File: src/rtl/jk_excite_driver.sv
// jk_excite_driver: closed-loop stimulus driver for a JK flip-flop.
// Accepts a bit pattern over a valid/ready handshake, then issues one
// registered (j,k) pair per cycle so the flop's q walks through the pattern.
// The fed-back q is compared against the expected sequence and mismatches
// are pulsed and counted (saturating).
// Build option: define JK_EXCITE_TOGGLE_EN to drive every change of state
// as a toggle (j=1,k=1) instead of set/reset.
//
// Handshake: a pattern is taken on a rising clk edge where
// pat_valid && pat_ready; pat_data/pat_len are latched on that edge.
// pat_ready is high only in IDLE. pat_valid is ignored at all other times.
module jk_excite_driver #(
    parameter int WIDTH = 8,
    parameter int ERR_W = 8,
    localparam int LW = $clog2(WIDTH + 1)
) (
    input  logic             clk,
    input  logic             rstn,
    input  logic             pat_valid,
    output logic             pat_ready,
    input  logic [WIDTH-1:0] pat_data,
    input  logic [LW-1:0]    pat_len,
    output logic             j,
    output logic             k,
    input  logic             q_fb,
    output logic             busy,
    output logic             mismatch,
    output logic [ERR_W-1:0] err_cnt,
    output logic             done,
    output logic [1:0]       state_dbg
);

    typedef enum logic [1:0] {
        IDLE  = 2'd0,
        DRIVE = 2'd1,
        CHECK = 2'd2
    } state_t;

    state_t            state, state_nx;
    logic [WIDTH-1:0]  shift_q, shift_nx;
    logic [LW-1:0]     rem_q, rem_nx;
    logic              q_model, q_model_nx;
    logic              j_nx, k_nx, done_nx;
    logic              q_prev;
    logic              cmp_en;
    logic              cmp_fail;
    logic              accept;
    logic [LW-1:0]     len_eff;

    // Excitation from current modelled q (c) to target bit (t).
    function automatic logic [1:0] excite(input logic c, input logic t);
        if (c == t) begin
            return 2'b00;
        end
`ifdef JK_EXCITE_TOGGLE_EN
        return 2'b11;
`else
        return t ? 2'b10 : 2'b01;
`endif
    endfunction

    // A length of zero, or anything beyond WIDTH, means a full-width pattern.
    assign len_eff = ((pat_len == '0) || (pat_len > LW'(WIDTH))) ? LW'(WIDTH) : pat_len;

    assign accept    = pat_valid && (state == IDLE);
    assign pat_ready = (state == IDLE);
    assign busy      = (state != IDLE);
    assign state_dbg = state;

    // q_prev holds the bit issued one cycle earlier, i.e. what an ideal flop
    // shows now; cmp_en marks cycles that follow a DRIVE cycle.
    assign cmp_fail = cmp_en && (q_fb != q_prev);

    // Next-state and next-output logic; bit 0 is issued on the accept edge.
    always_comb begin
        state_nx   = state;
        shift_nx   = shift_q;
        rem_nx     = rem_q;
        q_model_nx = q_model;
        j_nx       = 1'b0;
        k_nx       = 1'b0;
        done_nx    = 1'b0;
        case (state)
            IDLE: begin
                if (pat_valid) begin
                    state_nx     = DRIVE;
                    {j_nx, k_nx} = excite(q_model, pat_data[0]);
                    q_model_nx   = pat_data[0];
                    shift_nx     = {1'b0, pat_data[WIDTH-1:1]};
                    rem_nx       = len_eff - LW'(1);
                end
            end
            DRIVE: begin
                if (rem_q == '0) begin
                    state_nx = CHECK;
                end else begin
                    {j_nx, k_nx} = excite(q_model, shift_q[0]);
                    q_model_nx   = shift_q[0];
                    shift_nx     = {1'b0, shift_q[WIDTH-1:1]};
                    rem_nx       = rem_q - LW'(1);
                end
            end
            CHECK: begin
                state_nx = IDLE;
                done_nx  = 1'b1;
            end
            default: begin
                state_nx = IDLE;
            end
        endcase
    end

    // State register.
    always_ff @(posedge clk) begin
        if (!rstn) begin
            state <= IDLE;
        end else begin
            state <= state_nx;
        end
    end

    // Datapath registers: pattern shifter, model of q, registered outputs.
    always_ff @(posedge clk) begin
        if (!rstn) begin
            shift_q  <= '0;
            rem_q    <= '0;
            q_model  <= 1'b0;
            q_prev   <= 1'b0;
            cmp_en   <= 1'b0;
            j        <= 1'b0;
            k        <= 1'b0;
            done     <= 1'b0;
            mismatch <= 1'b0;
        end else begin
            shift_q  <= shift_nx;
            rem_q    <= rem_nx;
            q_model  <= q_model_nx;
            q_prev   <= q_model;
            cmp_en   <= (state == DRIVE);
            j        <= j_nx;
            k        <= k_nx;
            done     <= done_nx;
            mismatch <= cmp_fail;
        end
    end

    // Saturating mismatch counter, cleared by each new pattern.
    always_ff @(posedge clk) begin
        if (!rstn) begin
            err_cnt <= '0;
        end else if (accept) begin
            err_cnt <= '0;
        end else if (cmp_fail && (err_cnt != '1)) begin
            err_cnt <= err_cnt + ERR_W'(1);
        end
    end

endmodule

File: config.mk
export PLATFORM = sky130hd
export DESIGN_NAME = jk_excite_driver
export DESIGN_NICKNAME = d
export VERILOG_FILES = /design/src/rtl/jk_excite_driver.sv
export SDC_FILE = /design/constraint.sdc
export NUM_CORES = 1
export LEC_CHECK = 0
export ABC_AREA = 1
export BUFFER_PORTS_ARGS = -buffer_cell sky130_fd_sc_hd__buf_4
export CAP_MARGIN = 25
export CORE_UTILIZATION = 30
export CTS_CLUSTER_DIAMETER = 60
export DETAILED_ROUTE_END_ITERATION = 16
export HOLD_SLACK_MARGIN = 0.05
export PLACE_DENSITY = 0.55
export SLEW_MARGIN = 0
export SYNTH_ARGS = -nofsm -noshare
export SYNTH_HDL_FRONTEND = slang
export SYNTH_SLANG_ARGS = --single-unit
File: constraint.sdc
create_clock -name clk -period 3.64 [get_ports clk]
set_input_delay 0.182 -clock clk [delete_from_list [all_inputs] [get_ports clk]]
set_output_delay 0.182 -clock clk [all_outputs]
set_load 0.05 [all_outputs]
==> results of run 1 <==
## cells in the final DEF, fill, tap and decap left out, drive strengths merged, types with 4 or more instances in the layout
master	count
nand2	49
inv	26
nor3	4
buf	31
dfxtp	28
nor2	19
o21ai	19
nand3	5
a21oi	20
## synth_stat cells
library cell / instances
nand2_2: 4
xor2_1: 2
nand3_1: 5
inv_2: 1
buf_6: 2
a21oi_1: 20
or2_2: 1
o21ai_2: 1
nor3_2: 1
nor2_1: 17
nor2_4: 1
nor2_2: 1
xnor2_1: 1
buf_1: 1
nand4_1: 3
ha_1: 2
nand2_4: 1
dfxtp_1: 28
nand3b_1: 2
nor4_1: 1
nor3_1: 3
inv_1: 24
o21ai_0: 17
inv_4: 1
nand2_1: 44
o21ai_1: 1
## critical path, stage by stage (launching register included)
cell      delay, ns
dfxtp_1        0.47
inv_2          0.08
nand2_2        0.27
nand3b_1       0.13
nand2_1        0.09
inv_1          0.05
ha_1           0.20
xnor2_1        0.15
a21oi_1        0.08
## metal layers
layer | share of wire [%] | track usage, % | vias up
met5 | 0 | 0 | -
met4 | 0.60 | 3.13 | 0
met3 | 4.1 | 3.50 | 3
met2 | 42 | 19.0 | 22
met1 | 53 | 17.5 | 507
li1 | - | - | 657
## how the worst max path moves through the flow
stage | startpoint | end | slack [ns] | cells after the start
CTS | state_dbg[1] | rem_q[2] | 2.01 | 8
global placement | state_dbg[1] | rem_q[2] | 2.08 | 8
global route | state_dbg[1] | rem_q[2] | 1.86 | 8
floorplan | state_dbg[1] | q_model | 1.84 | 7
finish | state_dbg[1] | rem_q[2] | 2.02 | 8
detailed placement | state_dbg[1] | rem_q[2] | 2.03 | 8
## sequential cells by signal (all words and copies together), names as in the netlist
register   flops
cmp_en         1
q_model        1
done           1
rem_q          4
mismatch       1
j              1
shift_q        7
k              1
state_dbg      2
err_cnt        8
q_prev         1
## where the power goes
| group | total [uW] | switching, uW | leakage (uW) | internal [uW] |
|---|---|---|---|---|
| combinational | 180 | 119 | 0.000504 | 61.2 |
| sequential | 352 | 16.1 | 0.000229 | 336 |
| clock | 244 | 96.4 | 0.0000357 | 147 |
## cells by family after synthesis
family	after synthesis	share of synthesized area, %
adders and majority gates	2	1.90
DFF	28	42.6
AOI/OAI and AO/OA	39	15.1
and+or+nand+nor	84	28.8
xor gates and xnor gates	3	2.00
buffers and inverters	29	9.60
## stage by stage
step / utilization [%] / instance area [um2] / setup slack (ns) / total power [uW] / hold WS [ns]
6_report: 40.3 / 1660 / 2.02 / 776 / 0.176
5_1_grt: 40.3 / 1660 / 1.86 / 829 / 0.175
4_1_cts: 40.3 / 1660 / 2.01 / 788 / 0.171
3_5_place_dp: 38.5 / 1590 / 2.03 / 542 / 0.426
3_3_place_gp: 38.5 / 1590 / 2.08 / 542 / 0.437
2_1_floorplan: - / 1320 / 1.84 / 497 / 0.331
## layout make-up
cell class,count,area [um2],area share (%)
Multi-Input combinational cell,128,629,38.0
Sequential cell,28,561,33.8
Timing Repair Buffer,31,233,14.0
Inverter,26,100,6.04
Tap cell,50,62.6,3.78
Clock buffer,3,41.3,2.49
Clock inverter,1,30.0,1.81
==> results.yml, run 1 <==
outcome:
  status: "complete, no violations"
clocking:
  cts-resized-gates: 0
  clock_latency_ns: 0.28
  clk_pin_slew_ns: 0.10
  hold_buffers: 0
  cts_setup_buffers: 0
  clockBufferDepth: 2
  cts_inserted_buffers: 3
  clock-sinks: 28
  cts_tree: "built"
  cts_root_buffer: "clkbuf_8"
  htree_levels: 1
power:
  p_leak_uw: 0.000769
  peakVddDrop_mv: 0.192
  power.density_nw_per_um2: 469
final_layout:
  diodes: 0
  area_growth_pct: 25.9
  fillers: 437
  final_layout_size_suffix_gt1_share_pct: 21.7
  num-nets-final: 236
  fin_cells: 267
grt:
  grt_remaining_overflow: 0
  grt_pass1_vias: 987
  grt_pass1_wl_um: 4400
  track_usage_pct: 12.6
  grt_max_degree: 20
  antenna_found_initial: 0
detailed_routing:
  drcViolationCount: 0
  dr.first_iter.drc_count: 75
  dr_total_vias: 1189
  drt-total-wl_um: 2670
  via_per_inst: 4.45
  ant_nets: 0
  wl_per_cell_um: 9.98
  drt-pass1-iter-count: 4
place:
  portBuffers: 31
  hpwlAfterDp_um: 2010
  placed_cells: 263
  gp_congestion: 0.796
min_path:
  hold_start: "q_fb"
  hold_depth: 4
  holdPathEnd: "mismatch"
  holdCritPathClass: "in2reg"
yosys:
  seq_area_frac_synth_pct: 42.6
  syn_nets: 203
  synth-seq-cells: 28
  synth_area_um2: 1320
  synth_area_leaders: "dfxtp_1, nand2_1, a21oi_1"
  synth_cell_types: 26
  ys_warn_count: 0
  avgSynthCellArea_um2: 7.11
  yosys.area.top_type: "dfxtp_1"
  yosys.area.top_type_share_pct: 42.6
  synth_cells: 185
sta:
  period_minus_slack_ns: 1.62
  rsz0062_at_grt: "no"
  tns_ns: 0
  setup_viol: 0
  drv_slew: 0
  finalClockSkew_ns: 0.00707
  tightest_slew_ns: 0.336
  fmax_mhz: 616
  finalHoldViolations: 0
  post-route-period-util_pct: 44.6
  relSlewSlack_pct: 77.5
critical_path:
  cp.required_ns: 3.82
  r2r_start: "state_dbg[1]"
  r2r_slack_ns: 2.02
  worstSetupPathType: "reg2reg"
  crit_fanout: 19
  crit_path_end_kind: "register"
  rr_worst_depth: 8
  start_kind: "register"
  reg2reg_to: "rem_q[2]"
  worstPathArrival_ns: 1.80
floorplan:
  rows: 23
  core_um2: 4120
  die_y_um: 68.2
  fp.dieW_um: 68.2
  io_pins: 32
  start_util_pct: 32.0
  die_area_um2: 4660
job:
  maxCapViolations: 0
Power figures use the tool's default switching activity.
==> run 2: changes to the inputs <==
clock period = 1.5 ns   (was 3.64 ns; I/O delays follow)
==> run 2 against run 1 <==
Net effect: register-to-register slack got worse by 1.9 ns; design area rose by 3.6%; sequential power rose by 140%; hold slack got worse by 0.10 ns; clock power rose by 110%; global-route usage rose by 0.46 points; total power rose by 140%; die area did not move; count of clock-buffer cells in the layout rose by 1; cell count rose by 1.5%; first-iteration DRC count fell by 17%; via count rose by 2.5%; critical path type unchanged; largest cell class unchanged; largest power group unchanged.
==> results.yml, run 2 (synthesis results as in run 1) <==
outcome:
  status: "complete, no violations"
power:
  internal-power_uw: 1260
  power.density_nw_per_um2: 1070
  power_uw: 1830
  peakVddDrop_mv: 0.532
  p_leak_uw: 0.000789
  p_switching_uw: 567
  seqPwrFrac_pct: 46.8
  swShare_pct: 30.9
  clkPwrFrac_pct: 28.3
  combPwrFrac_pct: 24.9
floorplan:
  core_um2: 4120
  start_util_pct: 32.0
  fp.dieW_um: 68.2
  rows: 23
  die_y_um: 68.2
  io_pins: 32
  die_area_um2: 4660
critical_path:
  crit_fanout: 9
  start_kind: "register"
  rr_worst_depth: 7
  worstPathArrival_ns: 1.56
  cp.required_ns: 1.70
  worstSetupPathType: "reg2reg"
  crit_path_end_kind: "register"
job:
  maxCapViolations: 0
grt:
  grt_busiest_layer: "met1"
  grt_remaining_overflow: 0
  grt_pass1_wl_um: 4570
  antenna_found_initial: 0
  met2_usage_pct: 18.1
  grt_max_degree: 17
  grt_util_met3_pct: 3.50
  track_usage_pct: 13.1
  grt_pass1_vias: 989
  use_met1_pct: 19.5
detailed_routing:
  ant_nets: 0
  via_per_inst: 4.50
  drt-pass1-iter-count: 4
  wl_per_cell_um: 9.99
  dr.first_iter.drc_count: 62
  dr_total_vias: 1219
  drt-total-wl_um: 2710
  drcViolationCount: 0
clocking:
  cts_tree: "built"
  htree_levels: 1
  clk_pin_slew_ns: 0.10
  clock_latency_ns: 0.27
  cts_inserted_buffers: 3
  clock-sinks: 28
  clockBufferDepth: 2
  cts_root_buffer: "clkbuf_8"
sta:
  tightest_slew_ns: 0.271
  fmax_mhz: 736
  hold_ws_ns: 0.0740
  period_minus_slack_ns: 1.36
  finalHoldViolations: 0
  relSlewSlack_pct: 81.9
  post-route-period-util_pct: 90.5
  setup_viol: 0
  finalClockSkew_ns: 0.00857
  tns_ns: 0
  drv_slew: 0
  rsz0062_at_grt: "no"
place:
  portBuffers: 31
  gp_congestion: 0.772
  hpwlAfterDp_um: 2040
final_layout:
  largest_register_ffs: 8
  final_layout_size_suffix_gt1_share_pct: 26.7
  largest_registers: "err_cnt: 8 flops, shift_q: 7 flops, rem_q: 4 flops"
  largest-register: "err_cnt"
  layout_common_cells: "nand2_1, buf_4, inv_1, dfxtp_1, a21oi_1"
  num-nets-final: 240
  final_common_cell: "nand2_1"
  diodes: 0
  area_growth_pct: 30.4
min_path:
  hold_depth: 4
  holdCritPathClass: "in2reg"
[run 2: path summary, 6_finish.rpt]
| path | to | slack (ns) | from |
|---|---|---|---|
| worst min-delay path | mismatch | 0.07 | q_fb |
| worst max-delay path | err_cnt[0] | 0.14 | err_cnt[0] |
| worst min register to register | j | 0.43 | q_model |
| worst max register to register | err_cnt[0] | 0.14 | err_cnt[0] |
[run 2: metrics by stage]
step           worst slack, ns  instances  cell area (um2)  utilization, %
6_report                 0.142        271             1720            41.7
5_1_grt               0.000541        271             1720            41.7
4_1_cts                 0.0475        271             1700            41.3
3_5_place_dp            0.0571        267             1630            39.7
3_3_place_gp            0.0875        267             1630            39.7
2_1_floorplan           0.0134        185             1340               -
[run 2: power by group through the flow]
stage                     combinational (uW)  sequential (uW)  clock (uW)
after floorplan                          299              909           0
after global placement                   456              873           0
after detailed placement                 457              872           0
after CTS                                458              855         536
after global routing                     518              867         573
final                                    457              857         518
[run 2: area by class of cell]
class / count / area (um2)
clock buffer: 4 / 66.3
fill: 433 / 2400
inverter: 26 / 100
multi-input combinational: 128 / 648
sequential: 28 / 577
tap: 50 / 62.6
timing repair buffer: 35 / 263
[run 2: layer usage]
metal | up-vias | part of all wire (%)
met5 | - | 0
met4 | 0 | 0.85
met3 | 2 | 4.1
met2 | 24 | 40
met1 | 526 | 55
li1 | 667 | -
[run 2: repair_timing]
| action | CTS | global route |
|---|---|---|
| resized for setup | 0 | 5 |
| hold buffers | 0 | 0 |
| setup endpoints to repair | 0 | 10 |
| buffers inserted | 0 | 0 |
[run 2: worst max-delay path: stages (launching register included)]
cell and delay (ns):
dfxtp_4 0.36, ha_2 0.20, nand2_1 0.06, nor2_1 0.05
nand2_1 0.11, nand2_4 0.10, or2_2 0.29, a21oi_1 0.12
